--- config.mk ---
export PLATFORM = sky130hd
export DESIGN_NAME = bumpy_life_ctrl
export DESIGN_NICKNAME = d
export VERILOG_FILES = /design/src/rtl/bumpy_life_ctrl.sv
export SDC_FILE = /design/constraint.sdc
export NUM_CORES = 1
export LEC_CHECK = 0
export CAP_MARGIN = 20
export CORE_MARGIN = 2
export CORE_UTILIZATION = 55
export DETAILED_ROUTE_END_ITERATION = 6
export GPL_TIMING_DRIVEN = 0
export PLACE_DENSITY = 0.84
export SLEW_MARGIN = 20
export SYNTH_ARGS = -nofsm -noshare
export SYNTH_HDL_FRONTEND = slang
export SYNTH_SLANG_ARGS = --single-unit
--- constraint.sdc ---
create_clock -name clk -period 6.1 [get_ports clk]
set_clock_uncertainty 0.15 [all_clocks]
set_input_delay 1.83 -clock clk [delete_from_list [all_inputs] [get_ports clk]]
set_output_delay 1.83 -clock clk [all_outputs]
set_load 0.01 [all_outputs]
--- src/rtl/bumpy_life_ctrl.sv ---
// Death/respawn sequencer for Bumpy: owns the life counter, times the dying and
// invulnerability windows, and drives the movement FSM's active-low reset.
//
//   state      | meaning
//   S_PLAY     | normal play, watching bumpy_state for the death code
//   S_DYING    | dying animation, DIE_FRAMES frames, sprite blinks
//   S_RESPAWN  | single cycle: movement FSM held in reset, start position reloaded
//   S_INVULN   | invulnerability, INVULN_FRAMES frames, deaths ignored, sprite blinks
//   S_GAMEOVER | no lives left, movement FSM frozen until new_game
module bumpy_life_ctrl #(
  parameter int unsigned INIT_LIVES    = 3,
  parameter int unsigned MAX_LIVES     = 7,
  parameter logic [3:0]  DIE_CODE      = 4'd6,
  parameter int unsigned DIE_FRAMES    = 60,
  parameter int unsigned INVULN_FRAMES = 120,
  parameter int unsigned BLINK_SHIFT   = 3
) (
  input  logic       clk,
  input  logic       resetN,
  input  logic       startOfFrame,
  input  logic [3:0] bumpy_state,
  input  logic       add_life,
  input  logic       new_game,
  output logic [2:0] lives,
  output logic       bumpy_fsm_resetN,
  output logic       respawn_pulse,
  output logic       blink,
  output logic       game_over,
  output logic [2:0] ctrl_state
);

  typedef enum logic [2:0] {
    S_PLAY     = 3'd0,
    S_DYING    = 3'd1,
    S_RESPAWN  = 3'd2,
    S_INVULN   = 3'd3,
    S_GAMEOVER = 3'd4
  } state_e;

  localparam logic [7:0] DIE_LAST    = 8'(DIE_FRAMES - 1);
  localparam logic [7:0] INVULN_LAST = 8'(INVULN_FRAMES - 1);
  localparam logic [3:0] LIVES_INIT  = 4'(INIT_LIVES);
  localparam logic [3:0] LIVES_MAX   = 4'(MAX_LIVES);

  state_e     state_q, state_d;
  logic [2:0] lives_q, lives_d;
  logic [7:0] frame_cnt_q, frame_cnt_d;

  logic       death;
  logic       frame_last;
  logic [3:0] lives_tmp;

  always_ff @(posedge clk or negedge resetN) begin
    if (!resetN) begin
      state_q     <= S_PLAY;
      lives_q     <= LIVES_INIT[2:0];
      frame_cnt_q <= 8'd0;
    end else begin
      state_q     <= state_d;
      lives_q     <= lives_d;
      frame_cnt_q <= frame_cnt_d;
    end
  end

  always_comb begin
    state_d    = state_q;
    death      = 1'b0;
    frame_last = 1'b0;

    case (state_q)
      S_PLAY: begin
        death = (bumpy_state == DIE_CODE);
        if (death) state_d = S_DYING;
      end
      S_DYING: begin
        frame_last = startOfFrame && (frame_cnt_q == DIE_LAST);
        if (frame_last) state_d = (lives_q == 3'd0) ? S_GAMEOVER : S_RESPAWN;
      end
      S_RESPAWN: begin
        state_d = S_INVULN;
      end
      S_INVULN: begin
        frame_last = startOfFrame && (frame_cnt_q == INVULN_LAST);
        if (frame_last) state_d = S_PLAY;
      end
      S_GAMEOVER: begin
        if (new_game) state_d = S_RESPAWN;
      end
      default: begin
        state_d = S_PLAY;
      end
    endcase
  end

  // Bonus is applied before the death decrement so a coincident pair nets to
  // zero, except at the ceiling where the bonus is lost to saturation.
  always_comb begin
    lives_tmp = {1'b0, lives_q};
    if (state_q == S_GAMEOVER) begin
      if (new_game) lives_tmp = LIVES_INIT;
    end else if (add_life && (lives_tmp < LIVES_MAX)) begin
      lives_tmp = lives_tmp + 4'd1;
    end
    if (death && (lives_tmp != 4'd0)) lives_tmp = lives_tmp - 4'd1;
    lives_d = lives_tmp[2:0];
  end

  // A tick that coincides with a state change is dropped: the new state starts at 0.
  always_comb begin
    frame_cnt_d = frame_cnt_q;
    if (state_d != state_q) begin
      frame_cnt_d = 8'd0;
    end else if (startOfFrame && ((state_q == S_DYING) || (state_q == S_INVULN))) begin
      frame_cnt_d = frame_cnt_q + 8'd1;
    end
  end

  always_comb begin
    lives            = lives_q;
    ctrl_state       = state_q;
    game_over        = (state_q == S_GAMEOVER);
    respawn_pulse    = (state_q == S_RESPAWN);
    bumpy_fsm_resetN = !((state_q == S_RESPAWN) || (state_q == S_GAMEOVER));
    blink            = 1'b0;
    if ((state_q == S_DYING) || (state_q == S_INVULN)) blink = frame_cnt_q[BLINK_SHIFT];
  end

endmodule

---- Word level (Yosys, flattened, before mapping) ----
Index checks and enable logic that the tools add are counted.
word-level totals
  bits in registers ....................... 14
  RAM bits ................................ 0
  ROM bits ................................ 0
  memories ................................ 0
  word-level logic and storage cells ...... 41
  bits of input ports ..................... 9
  bits in latches ......................... 0
operators by class
  shifts and indexed selects .............. 0
  multipliers ............................. 0
  magnitude comparators ................... 1
  bitwise operators ....................... 0
  $add $sub $neg .......................... 3
  eq/ne operators ......................... 8
  multiplexer cells ....................... 14
  div/mod/pow operators ................... 0
  reductions and logical operators ........ 12
operators with widths
  cell                   count
  $mux W3                7
  $mux W8                2
  $pmux W3 S5            1
  $add A8 B1 Y8 const B  1
  $eq A8 B6 Y1 const B   1
  $eq A8 B7 Y1 const B   1
  $mux W4                2
  $eq A3 B2 Y1 const B   2
  $logic_not A3 Y1       2
  $logic_and A1 B1 Y1    5
  $add A3 B1 Y4 const B  1
  $eq A4 B3 Y1 const B   1
  $reduce_bool A4 Y1     1
  $eq A3 B1 Y1 const B   1
  $eq A3 B3 Y1 const B   1
  $lt A3 B3 Y1 const B   1
  $ne A3 B3 Y1           1
  $sub A3 B1 Y3 const B  1
  $logic_or A1 B1 Y1     2
  $mux W1                2
  $reduce_bool A2 Y1     1
  $logic_not A1 Y1       1

---- Logic depth before layout (Yosys ltp) ----
  depth after elaboration ................. 7
  gate-level depth with buffers ........... 10

---- Worst setup path before layout ----
No wires, ideal clock.
  path kind ............................... in2reg
  start ................................... in new_game
  end ..................................... reg lives_q[1] (netlist: lives[1])
  setup slack ............................. 2.926 ns
  stages on the path ...................... 7
  data required time ...................... 5.875 ns
  path buffers ............................ 0
  arrival time ............................ 2.949 ns
  library setup time ...................... 0.075 ns
  cells stage by stage .................... mux2_4 > o32ai_2 > ha_1 > nand2_1 > nor4_2 > a311oi_2 > mux2i_1
between the ends
  longest elaborated chain between the ends .. 5
  elaborated cells on any way between the ends .. 6
  classes of those cells .................. 1 x add/sub; 3 x mux; 2 x reduce/logical
ends and longest elaborated chain
  what                                                                   RTL line  RTL
  start: declaration                                                     23        input logic new_game,
  $mux W3 *                                                              100       if (new_game) lives_tmp = LIVES_INIT;
  $mux W4 *                                                              99        if (state_q == S_GAMEOVER) begin
  parallel branches: the longest is 2 deep, another holds $sub A3 B1 Y3  n/a
  $mux W3 *                                                              104       if (death && (lives_tmp != 4'd0)) lives_tmp = lives_tmp - 4'd1;
  net lives_tmp[1]                                                       51        logic [3:0] lives_tmp;
  end signal: assignment                                                 56        lives_q <= LIVES_INIT[2:0];
  end signal: assignment                                                 60        lives_q <= lives_d;
  end: declaration                                                       46        logic [2:0] lives_q, lives_d;
Mark *: on every way through the listed nets, which the timed path passes.
A chain may end at the register's enable or synchronous reset.

---- Worst setup path after layout ----
  start ................................... reg state_q[1] (netlist: ctrl_state[1])
  end ..................................... out game_over
between the ends
  longest elaborated chain between the ends .. 1
ends and longest elaborated chain
  what                      RTL line  RTL
  start: declaration        45        state_e state_q, state_d;
  start signal: assignment  59        state_q <= state_d;
  $eq A3 B3 Y1              121       game_over = (state_q == S_GAMEOVER);
  end: declaration          28        output logic game_over,
No other way between the ends.

==> metrics.md <==
| Metric | Value |
|---|---|
| Die extent in x | `about 47 um` |
| Final instance area | `between 1000 and 1500 um2` |
| Worst-path clk slew | `roughly 0.090 ns` |
| Global-route wire length before repair | `about 3200 um` |
| Filler cells | `140` |
| Status | `finished, final reports clean` |
| Routed wire length | `2080 um` |
| Power after layout | `about 0.34 mW` |
| Inserted Clock Buffers | `3` |
| Most frequent cell on the critical path | `buf_6` |
| IO Port Bufs | `18` |
| Syn. warnings | `0` |
| Initial DRC count | `24` |
| Most frequent cells in the layout | `18 x clkdlybuf4s50_1, 12 x nor2_1, 12 x dfrtp_1, 10 x nand2_1, 7 x nand3_1` |
| Die H | `~47 um` |
| Wire per inst | `~14 um` |
| Share of layout cells above drive strength 1 | `14.8%` |
| Slowest cell on the critical path | `clkdlybuf4s50_1` |
| Distinct cells, synth | `40` |
| Antenna Nets Post-Route | `0` |
| Latest clock arrival within the worst-skew pair | `roughly 0.28 ns` |
| Post-synthesis sequential area ratio | `35.1%` |
| Max Cap Viol | `0` |
| Multi-input gate area | `588 um2` |
| Placed insts | `roughly 150` |
| Clk sinks | `14` |
| Tmin final | `between 3 and 4 ns` |
| Via/cell ratio | `approximately 5.7` |
| Die area | `about 2200 um2` |
| Placed Area | `1220 um2` |
| Final #Nets | `142` |
| Slew @ Worst Pin | `0.644 ns` |
| Hold Path Cell Cnt | `2` |
| Net count after synthesis | `119` |
| Slowest cell delay on critical path | `~0.52 ns` |
| FF/Latch Area | `around 350 um2` |
| Cells along the critical path | `buf_6 > or3b_4 > buf_6 > clkinv_4 > clkdlybuf4s50_1` |
| Leak | `about 0.53 nW` |
| Startpoint types | `flop` |
| Synthesized flop and latch total | `14` |
| RR Startpoint | `ctrl_state[1]` |
| Worst Path Required | `4.12 ns` |
| Io pins | `19` |
| RSZ-0062 raised after global routing | `false` |
| CP Class | `reg -> out` |
| Core Area | `1730 um2` |
| DRT Pass-1 Iters | `4` |
| Crit. Startpoint | `ctrl_state[1]` |
| Syn avg cell area | `~9.5 um2` |
| Slew headroom | `57.1%` |
| Setup ws final | `around 2.2 ns` |
| # DRC | `0` |
| GP Congestion | `about 0.83` |
| Most common cell after layout, fill and taps aside | `clkdlybuf4s50_1` |
| Worst VDD drop | `around 240 uV` |
| # Post-CTS Setup Buffers | `0` |
| Pre-CTS WS | `~2.2 ns` |
| Hold_buf cts | `0` |
| CTS tree | `yes` |
| Grt ovf | `0` |
| CP Max Fanout | `10` |
| Detailed Place HPWL | `1570 um` |
| Fmax | `approximately 0.26 GHz` |
| Starting Density | `about three fifths` |
| Vias | `between 800 and 900` |
| R2R setup slack | `3.50 ns` |
| Mapped cell area | `roughly 1000 um2` |
| Final std cells w/o fill | `153` |
| Vias in the first global route | `around 730` |
| Setup crit end kind | `output port` |
| Hold crit path type | `reg -> reg` |
| Critical Path Sink | `game_over` |
| # resized after CTS | `0` |
| Initial antenna violation count | `0` |
| Final period utilization | `between 60 and 70%` |
| Largest net degree at the start of global routing | `15` |
| Final TNS setup | `0 ns` |
| Hold Violations, Final | `0` |
| Slew Limit Fails | `0` |
| R2R depth | `10` |
| # diodes | `0` |
| Mapped Cells | `106` |
| Max clock buf depth | `2` |
| Root Driver | `clkbuf_4` |
| P per Cell Area | `about 270 nW/um2` |
| H-tree levels | `1` |
| WP data arrival | `1.94 ns` |
| Setup-failing EPs final | `0` |
| GRT Resource Usage Total | `20.8%` |
| Synth-to-layout area growth | `23.6%` |
| Row cnt | `15` |
| RR Endpoint | `lives[1]` |
-- per-stage QoR --
| stage | utilization, % | hold WS [ns] |
|---|---|---|
| floorplan | - | 0.353 |
| global placement | 70.5 | 0.374 |
| detailed placement | 70.5 | 0.396 |
| CTS | 72.0 | 0.413 |
| global route | 72.0 | 0.429 |
| finish | 72.0 | 0.406 |
-- power breakdown --
| group | total, mW | switching [mW] | leakage, nW | internal (mW) |
|---|---|---|---|---|
| clock | 0.0545 | 0.0291 | 0.0150 | 0.0254 |
| sequential | 0.142 | 0.0246 | 0.179 | 0.117 |
| combinational | 0.143 | 0.0713 | 0.339 | 0.0712 |
-- worst min-delay path by stage --
| stage | startpoint | endpoint | slack, ns |
|---|---|---|---|
| CTS | frame_cnt_q[7] | frame_cnt_q[7] | 0.41 |
| floorplan | frame_cnt_q[7] | frame_cnt_q[7] | 0.35 |
| global placement | frame_cnt_q[7] | frame_cnt_q[7] | 0.37 |
| finish | frame_cnt_q[7] | frame_cnt_q[7] | 0.41 |
| detailed placement | frame_cnt_q[7] | frame_cnt_q[7] | 0.40 |
| global route | frame_cnt_q[7] | frame_cnt_q[7] | 0.43 |
-- critical path, delay by kind of cell (launching register included) --
| kind | cells | cell delay (ns) |
|---|---|---|
| simple gates | 1 | 0.39 |
| flops | 1 | 0.40 |
| buf+inv | 4 | 0.86 |
-- cell families (layout without fill, tap and decap cells) --
logic type | count (synthesis) | after routing | share of synthesized area, %
AOI/OAI and AO/OA | 13 | 13 | 13.3
and+or+nand+nor | 54 | 54 | 30.7
buffers and inverters | 11 | 33 | 6.47
adders and majority gates | 4 | 4 | 4.98
muxes | 2 | 2 | 2.49
xor gates and xnor gates | 8 | 8 | 6.97
DFF | 14 | 14 | 35.1
-- area by class of cell --
cell class / instances / share of cell area [%]
clock buffers: 4 / 2.11
repair buffers: 18 / 14.5
multi-input cells: 81 / 47.3
flip-flops and latches: 14 / 28.4
inverters: 6 / 2.21
well taps: 25 / 2.52
plain buffers: 5 / 3.02
-- state kept, by name, indices dropped and copies added (netlist names) --
name	count
frame_cnt_q	8
ctrl_state	3
lives	3
-- cell usage after synthesis (all sizes together) --
master | count | share of area [%]
a221oi | 1 | 0.87
o32ai | 2 | 3.2
clkbuf | 2 | 0.75
mux2i | 1 | 1.0
a41oi | 1 | 0.87
nand2b | 2 | 1.2
nand2 | 10 | 3.7
mux2 | 1 | 1.5
ha | 4 | 5.0
and4b | 2 | 2.0
nand3 | 7 | 3.5
buf | 3 | 3.0
nand3b | 5 | 3.7
a311oi | 2 | 2.4
o31ai | 1 | 0.75
dfrtp | 12 | 30
clkinv | 1 | 0.87
inv | 5 | 1.9
dfstp | 2 | 5.2
nand4 | 4 | 2.5
nor2 | 12 | 4.5
or3b | 1 | 1.1
nor4bb | 1 | 1.0
a311o | 1 | 1.1
a31oi | 1 | 0.62
nor2b | 1 | 0.62
nor4 | 1 | 1.2
o2111ai | 1 | 0.87
a21oi | 1 | 0.50
nor3b | 3 | 2.7
nor3 | 3 | 1.5
xnor2 | 5 | 4.4
xor2 | 3 | 2.6
and3 | 2 | 1.4
o21ai | 2 | 2.1
-- metal layers --
| metal | global-route usage, % | wire [um] |
|---|---|---|
| met1 | 27.8 | 971 |
| met2 | 32.6 | 976 |
| met3 | 5.38 | 91 |
| met4 | 7.78 | 39 |
| met5 | 0 | 0 |
Note: power is estimated with default switching activity, not from simulation.
